### config.mk
export PLATFORM = sky130hd
export DESIGN_NAME = core_dbg_hart_ctrl
export DESIGN_NICKNAME = d
export VERILOG_FILES = /design/src/rtl/core_dbg_hart_ctrl.sv
export SDC_FILE = /design/constraint.sdc
export NUM_CORES = 1
export LEC_CHECK = 0
export BUFFER_PORTS_ARGS = -buffer_cell sky130_fd_sc_hd__buf_2
export CAP_MARGIN = 20
export CORE_MARGIN = 3
export CORE_UTILIZATION = 30
export CTS_CLUSTER_SIZE = 8
export DETAILED_ROUTE_END_ITERATION = 6
export PLACE_DENSITY = 0.58
export SYNTH_ARGS = -nofsm -noshare
export SYNTH_HDL_FRONTEND = slang
export SYNTH_SLANG_ARGS = --single-unit
### constraint.sdc
create_clock -name clk_i -period 10.2 [get_ports clk_i]
set_clock_uncertainty 0.1 [all_clocks]
set_input_delay 1.53 -clock clk_i [delete_from_list [all_inputs] [get_ports clk_i]]
set_output_delay 1.53 -clock clk_i [all_outputs]
set_load 0.05 [all_outputs]
### src/rtl/core_dbg_hart_ctrl.sv
// Debug-mode hart controller: per-hart RUNNING/HALTED/RESUME sequencing with
// dcsr/dpc/cause tracking, plus a one-cycle-latency abstract register port.
module core_dbg_hart_ctrl #(
    parameter int NHARTS     = 2,
    parameter int XLEN       = 32,
    parameter int RESET_HALT = 0,
    localparam int AW        = (NHARTS > 1) ? $clog2(NHARTS) : 1
) (
    input  logic                     clk_i,
    input  logic                     reset_i,
    input  logic [NHARTS-1:0]        ebreak_i,
    input  logic [NHARTS-1:0]        trap_i,
    input  logic [NHARTS-1:0]        inst_valid_wb_i,
    input  logic [NHARTS*XLEN-1:0]   cinst_pc_i,
    input  logic [NHARTS*XLEN-1:0]   pc_if_jump_i,
    input  logic [NHARTS-1:0]        haltreq_i,
    input  logic [NHARTS-1:0]        resumereq_i,
    output logic [NHARTS-1:0]        running_o,
    output logic [NHARTS-1:0]        halted_o,
    output logic [NHARTS-1:0]        resumeack_o,
    output logic [NHARTS-1:0]        dbg_ret_o,
    output logic [NHARTS-1:0]        dont_trap_o,
    input  logic                     ar_en_i,
    input  logic                     ar_wr_i,
    input  logic [AW-1:0]            ar_hart_i,
    input  logic [15:0]              ar_ad_i,
    input  logic [XLEN-1:0]          ar_wdata_i,
    output logic [XLEN-1:0]          ar_rdata_o,
    output logic                     ar_done_o,
    output logic                     ar_err_o
);
    // state   | meaning
    // RUNNING | hart executing normally, halt conditions monitored
    // HALTED  | hart parked in debug mode, abstract access permitted
    // RESUME  | resume acknowledged, waiting for resumereq_i to drop
    typedef enum logic [1:0] {
        ST_RUNNING = 2'd0,
        ST_HALTED  = 2'd1,
        ST_RESUME  = 2'd2
    } state_e;

    localparam logic [15:0] AD_DCSR       = 16'h07b0;
    localparam logic [15:0] AD_DPC        = 16'h07b1;
    localparam logic [2:0]  CAUSE_EBREAK  = 3'd1;
    localparam logic [2:0]  CAUSE_HALTREQ = 3'd3;
    localparam logic [2:0]  CAUSE_STEP    = 3'd4;
    localparam logic [2:0]  CAUSE_RSTHALT = 3'd5;

    state_e            state_q [NHARTS];
    state_e            state_d [NHARTS];
    logic [2:0]        cause_q [NHARTS];
    logic [2:0]        cause_d [NHARTS];
    logic [XLEN-1:0]   dpc_q   [NHARTS];
    logic [XLEN-1:0]   dpc_d   [NHARTS];
    logic [XLEN-1:0]   dcsr_rd [NHARTS];

    logic [NHARTS-1:0] ebreakm_q, ebreakm_d;
    logic [NHARTS-1:0] stepie_q, stepie_d;
    logic [NHARTS-1:0] stopcount_q, stopcount_d;
    logic [NHARTS-1:0] stoptime_q, stoptime_d;
    logic [NHARTS-1:0] step_q, step_d;
    logic [NHARTS-1:0] dbg_ret_q, dbg_ret_d;

    logic              ar_done_q, ar_done_d;
    logic              ar_err_q, ar_err_d;
    logic [XLEN-1:0]   ar_rdata_q, ar_rdata_d;

    logic [NHARTS-1:0] is_running, is_halted, is_resume;
    logic [NHARTS-1:0] brk, step_or_req, halt_now;
    logic [NHARTS-1:0] hart_hit, wr_sel;
    logic              hart_ok, tgt_halted, ad_dcsr, ad_dpc, ar_bad, ar_ok;
    logic [XLEN-1:0]   tgt_dcsr, tgt_dpc;

    always_comb begin
        is_running = '0;
        is_halted  = '0;
        is_resume  = '0;
        for (int h = 0; h < NHARTS; h++) begin
            is_running[h] = (state_q[h] == ST_RUNNING);
            is_halted[h]  = (state_q[h] == ST_HALTED) || (state_q[h] == ST_RESUME);
            is_resume[h]  = (state_q[h] == ST_RESUME);
            dcsr_rd[h]    = XLEN'({4'd4, 12'd0, ebreakm_q[h], 3'd0, stepie_q[h],
                                   stopcount_q[h], stoptime_q[h], cause_q[h], 3'd0,
                                   step_q[h], 2'd3});
        end
    end

    assign brk         = ebreak_i & ebreakm_q;
    assign step_or_req = step_q | haltreq_i;
    assign halt_now    = brk | (step_or_req & (trap_i | inst_valid_wb_i));

    assign running_o   = is_running;
    assign halted_o    = is_halted;
    assign resumeack_o = is_resume;
    assign dbg_ret_o   = dbg_ret_q;
    assign dont_trap_o = is_running & ((step_or_req & inst_valid_wb_i) | brk);

    // Hart select by match rather than indexing, so out-of-range ids fall out as errors.
    always_comb begin
        hart_hit   = '0;
        hart_ok    = 1'b0;
        tgt_halted = 1'b0;
        tgt_dcsr   = '0;
        tgt_dpc    = '0;
        for (int h = 0; h < NHARTS; h++) begin
            if (ar_hart_i == AW'(h)) begin
                hart_hit[h] = 1'b1;
                hart_ok     = 1'b1;
                tgt_halted  = is_halted[h];
                tgt_dcsr    = dcsr_rd[h];
                tgt_dpc     = dpc_q[h];
            end
        end
    end

    assign ad_dcsr = (ar_ad_i == AD_DCSR);
    assign ad_dpc  = (ar_ad_i == AD_DPC);
    assign ar_bad  = !(hart_ok && tgt_halted && (ad_dcsr || ad_dpc));
    assign ar_ok   = ar_en_i && !ar_bad;
    assign wr_sel  = hart_hit & {NHARTS{ar_ok && ar_wr_i}};

    always_comb begin
        ar_done_d  = ar_en_i;
        ar_err_d   = ar_en_i && ar_bad;
        ar_rdata_d = '0;
        if (ar_ok) begin
            ar_rdata_d = ad_dcsr ? tgt_dcsr : tgt_dpc;
        end
    end

    always_comb begin
        ebreakm_d   = ebreakm_q;
        stepie_d    = stepie_q;
        stopcount_d = stopcount_q;
        stoptime_d  = stoptime_q;
        step_d      = step_q;
        dbg_ret_d   = '0;
        for (int h = 0; h < NHARTS; h++) begin
            state_d[h] = state_q[h];
            cause_d[h] = cause_q[h];
            dpc_d[h]   = dpc_q[h];
            case (state_q[h])
                ST_RUNNING: begin
                    if (brk[h] || (step_or_req[h] && inst_valid_wb_i[h])) begin
                        dpc_d[h] = cinst_pc_i[h*XLEN +: XLEN];
                    end else if (step_or_req[h] && trap_i[h]) begin
                        dpc_d[h] = pc_if_jump_i[h*XLEN +: XLEN];
                    end else if (haltreq_i[h]) begin
                        dpc_d[h] = cinst_pc_i[h*XLEN +: XLEN];
                    end
                    if (halt_now[h]) begin
                        state_d[h] = ST_HALTED;
                        if (brk[h]) begin
                            cause_d[h] = CAUSE_EBREAK;
                        end else if (haltreq_i[h]) begin
                            cause_d[h] = CAUSE_HALTREQ;
                        end else begin
                            cause_d[h] = CAUSE_STEP;
                        end
                    end
                end
                ST_HALTED: begin
                    if (resumereq_i[h]) begin
                        state_d[h] = ST_RESUME;
                    end
                end
                ST_RESUME: begin
                    if (!resumereq_i[h]) begin
                        state_d[h]   = ST_RUNNING;
                        dbg_ret_d[h] = 1'b1;
                    end
                end
                default: state_d[h] = ST_RUNNING;
            endcase
            if (wr_sel[h] && ad_dcsr) begin
                ebreakm_d[h]   = ar_wdata_i[15];
                stepie_d[h]    = ar_wdata_i[11];
                stopcount_d[h] = ar_wdata_i[10];
                stoptime_d[h]  = ar_wdata_i[9];
                step_d[h]      = ar_wdata_i[2];
            end
            if (wr_sel[h] && ad_dpc) begin
                dpc_d[h] = ar_wdata_i;
            end
        end
    end

    always_ff @(posedge clk_i or posedge reset_i) begin
        if (reset_i) begin
            for (int h = 0; h < NHARTS; h++) begin
                if (RESET_HALT != 0) begin
                    state_q[h] <= ST_HALTED;
                    cause_q[h] <= CAUSE_RSTHALT;
                end else begin
                    state_q[h] <= ST_RUNNING;
                    cause_q[h] <= 3'd0;
                end
                dpc_q[h] <= '0;
            end
            ebreakm_q   <= '0;
            stepie_q    <= '0;
            stopcount_q <= '0;
            stoptime_q  <= '0;
            step_q      <= '0;
            dbg_ret_q   <= '0;
            ar_done_q   <= 1'b0;
            ar_err_q    <= 1'b0;
            ar_rdata_q  <= '0;
        end else begin
            for (int h = 0; h < NHARTS; h++) begin
                state_q[h] <= state_d[h];
                cause_q[h] <= cause_d[h];
                dpc_q[h]   <= dpc_d[h];
            end
            ebreakm_q   <= ebreakm_d;
            stepie_q    <= stepie_d;
            stopcount_q <= stopcount_d;
            stoptime_q  <= stoptime_d;
            step_q      <= step_d;
            dbg_ret_q   <= dbg_ret_d;
            ar_done_q   <= ar_done_d;
            ar_err_q    <= ar_err_d;
            ar_rdata_q  <= ar_rdata_d;
        end
    end

    assign ar_done_o  = ar_done_q;
    assign ar_err_o   = ar_err_q;
    assign ar_rdata_o = ar_rdata_q;

endmodule
==> metrics <==
Routed WL per cell 20.7 um; Residual DRC 0; Comb pwr share 30.7%; grt ovf 0; Ys Warns 0; Avg Inst Size Synth 9.64 um^2; Cell Pwr Density 217 mW/mm^2; Crit path arrival time 4.11 ns; number of cells produced by synthesis 689; CTS tree done; Max Freq 0.255 GHz; Placed Area 0.00797 mm^2; RSZ-0062 raised after global routing no; Seq pwr share 37.9%; port buffer count 234; Worst-path clk slew 0.06 ns; Synth Flop Type dfrtp_1; first-pass GRT wire length 36900 um; Initial Util 31.0%; Clock Tree Root clkbuf_16; Sink Count 120; hold_buf cts 0; Syn Nets 888; Tot GR Track Use 20.0%; Post-synth EDFFs 0; Slew @ Worst Pin 1.05 ns; Net Sw Power 0.000638 W; Seq/Total Area, Yosys 45.2%; die height 155 um; routed wire length 24400 um; Max-Cap Viols 0; static leakage 4.09 nW; area grow syn2layout 29.2%; DR pass1 iterations 5; Skew-Pair Late Insertion Delay 0.41 ns; flops & latches, synth 120; Rel. slew slack 30.0%; # IOs 235; internal power 0.00122 W; vias in the first global route 6262; Longest Clk Path Bufs 2; die area 0.0240 mm^2; Sw Share 34.3%; Worst Path Class, Setup input port to register; crit path launch type input port; Initial DRC Count 541; Async SR Flop Fraction 100%; Slew Viols, Final 0; fill cell count 2152; CP required 10.39 ns; layout cells sized above 1 34.9%; hpwl dp 17100 um; Hold Path Cell Cnt 2; Total Nets Final 1088; CTS H-Tree Depth 4; Site Rows 53; Via density 5.39; largest net degree at the start of global routing 79; minimum clock period 3.92 ns; Final Hold Viols 0; Post-Route Utilization 40.1%; crit path capture type register; # Post-CTS Setup Buffers 0; Synth cell types 39; Final Cycle Share 38.5%; Min Hold Slack 0.417 ns; Routability Congestion 0.852; width of the die 155 um; clock buffer count from CTS 17; setup TNS 0 ns; final non-filler cell area 0.00858 mm^2; routed vias 6352; VDD IR max 0.102 mV; CP max FO 12; Clock Power Share 31.4%; status finished, final reports clean; Final ANT Viol Nets 0; worst min-delay path category register to register; Core Region 0.0214 mm^2; Mapped Area 0.00664 mm^2; R2R cell count 6; PostCTS Resize Cnt 0; total power 0.00186 W; initial antenna violation count 2; # setup viols final 0
## critical path: stages
cell,delay (ns)
buf_2,0.09
nor4b_1,0.83
nor2b_1,0.89
nand2_1,0.39
mux2_2,0.38
## layer usage
metal | vias to the layer above | global-route usage [%] | wire, um
met2 | 251 | 31.6 | 11500
met4 | 2 | 6.69 | 456
met1 | 3046 | 27.5 | 10800
li1 | 3026 | - | -
met5 | - | 0 | 7
met3 | 27 | 4.25 | 1660
## kinds of logic after synthesis
kind of cell	count (synthesis)	share of synthesized area, %
flops	120	45.2
compound gates	234	22.5
fa+ha+maj	8	1.51
simple gates	193	16.6
mux	53	8.29
buf+inv	81	5.84
## power groups by stage
stage,sequential [W],clock [W],combinational (W)
floorplan,0.000693,0,0.000412
global placement,0.000710,0,0.000563
detailed placement,0.000713,0,0.000570
CTS,0.000705,0.000597,0.000572
global route,0.000722,0.000618,0.000635
finish,0.000706,0.000586,0.000571
## final timing paths
check,from,to,slack [ns]
min in group asynchronous,reset_i,dpc_q[23],1.08
worst max register to register,step_q[0],dpc_q[44],7.52
worst min-delay path,dpc_q[13],ar_rdata_o[13],0.42
worst max-delay path,ar_ad_i[12],stepie_q[0],6.28
worst min register to register,dpc_q[13],ar_rdata_o[13],0.42
max in group asynchronous,reset_i,dpc_q[4],7.91
## layout make-up
class,instances,area [um^2],area share [%]
Tap cell,275,344,4.01
Clock buffer,19,453,5.28
Antenna cell,2,5.00,0.0583
Multi-Input combinational cell,488,3290,38.3
Clock inverter,12,126,1.47
Timing Repair Buffer,252,1330,15.4
Inverter,10,40.0,0.466
Sequential cell,120,3000,35.0
## cell usage in the layout (no fill, tap or decap), types with 3 or more instances in the layout
master and n:
dfrtp_1 120, a21oi_1 5, ha_1 8, a211oi_1 72, o21ai_0 25, clkbuf_16 17, nand4_1 3, o22ai_1 66
inv_1 9, and3_1 64, and2_1 3, nor2_1 23, clkinv_2 5, buf_4 17, o21a_1 6, o21ai_1 43
mux2_2 16, mux2i_1 37, nand2_1 9, buf_2 234, a221oi_1 8, nor2b_1 11, nand3_1 64
## cell usage after synthesis (all sizes together), types with 2 or more instances
master | n | area, um^2
o21a | 6 | 45.0
or4 | 2 | 18.8
nor4 | 2 | 42.5
dfrtp | 120 | 3000
mux2 | 16 | 180
ha | 8 | 100
and2 | 4 | 25.0
a211oi | 72 | 541
mux2i | 37 | 370
o22ai | 66 | 413
a2bb2oi | 2 | 17.5
nand3 | 64 | 320
nand2 | 10 | 40.0
clkbuf | 50 | 188
nand2b | 2 | 12.5
a21oi | 5 | 25.0
nand4b | 2 | 17.5
and3 | 64 | 400
nor2b | 13 | 81.3
a21o | 2 | 15.0
inv | 10 | 37.5
a21boi | 2 | 15.0
a221oi | 8 | 70.1
nand4 | 3 | 18.8
buf | 21 | 163
nor2 | 23 | 86.3
o21ai | 70 | 350
## flip-flops by register name (all words and copies together), names as in the netlist
| signal | cells |
|---|---|
| stoptime_q | 2 |
| ar_err_o | 1 |
| stepie_q | 2 |
| stopcount_q | 2 |
| step_q | 2 |
| ar_done_o | 1 |
| state_q | 4 |
| dbg_ret_o | 2 |
| dpc_q | 64 |
| ebreakm_q | 2 |
| ar_rdata_o | 32 |
| cause_q | 6 |
## through the flow
| step | setup slack, ns | instances |
|---|---|---|
| floorplan | 5.38 | 689 |
| global route | 6.11 | 1177 |
| detailed placement | 5.93 | 1144 |
| finish | 6.28 | 1178 |
| CTS | 6.35 | 1175 |
| global placement | 6.01 | 1144 |
No activity file was read; power rests on OpenSTA's default activity.
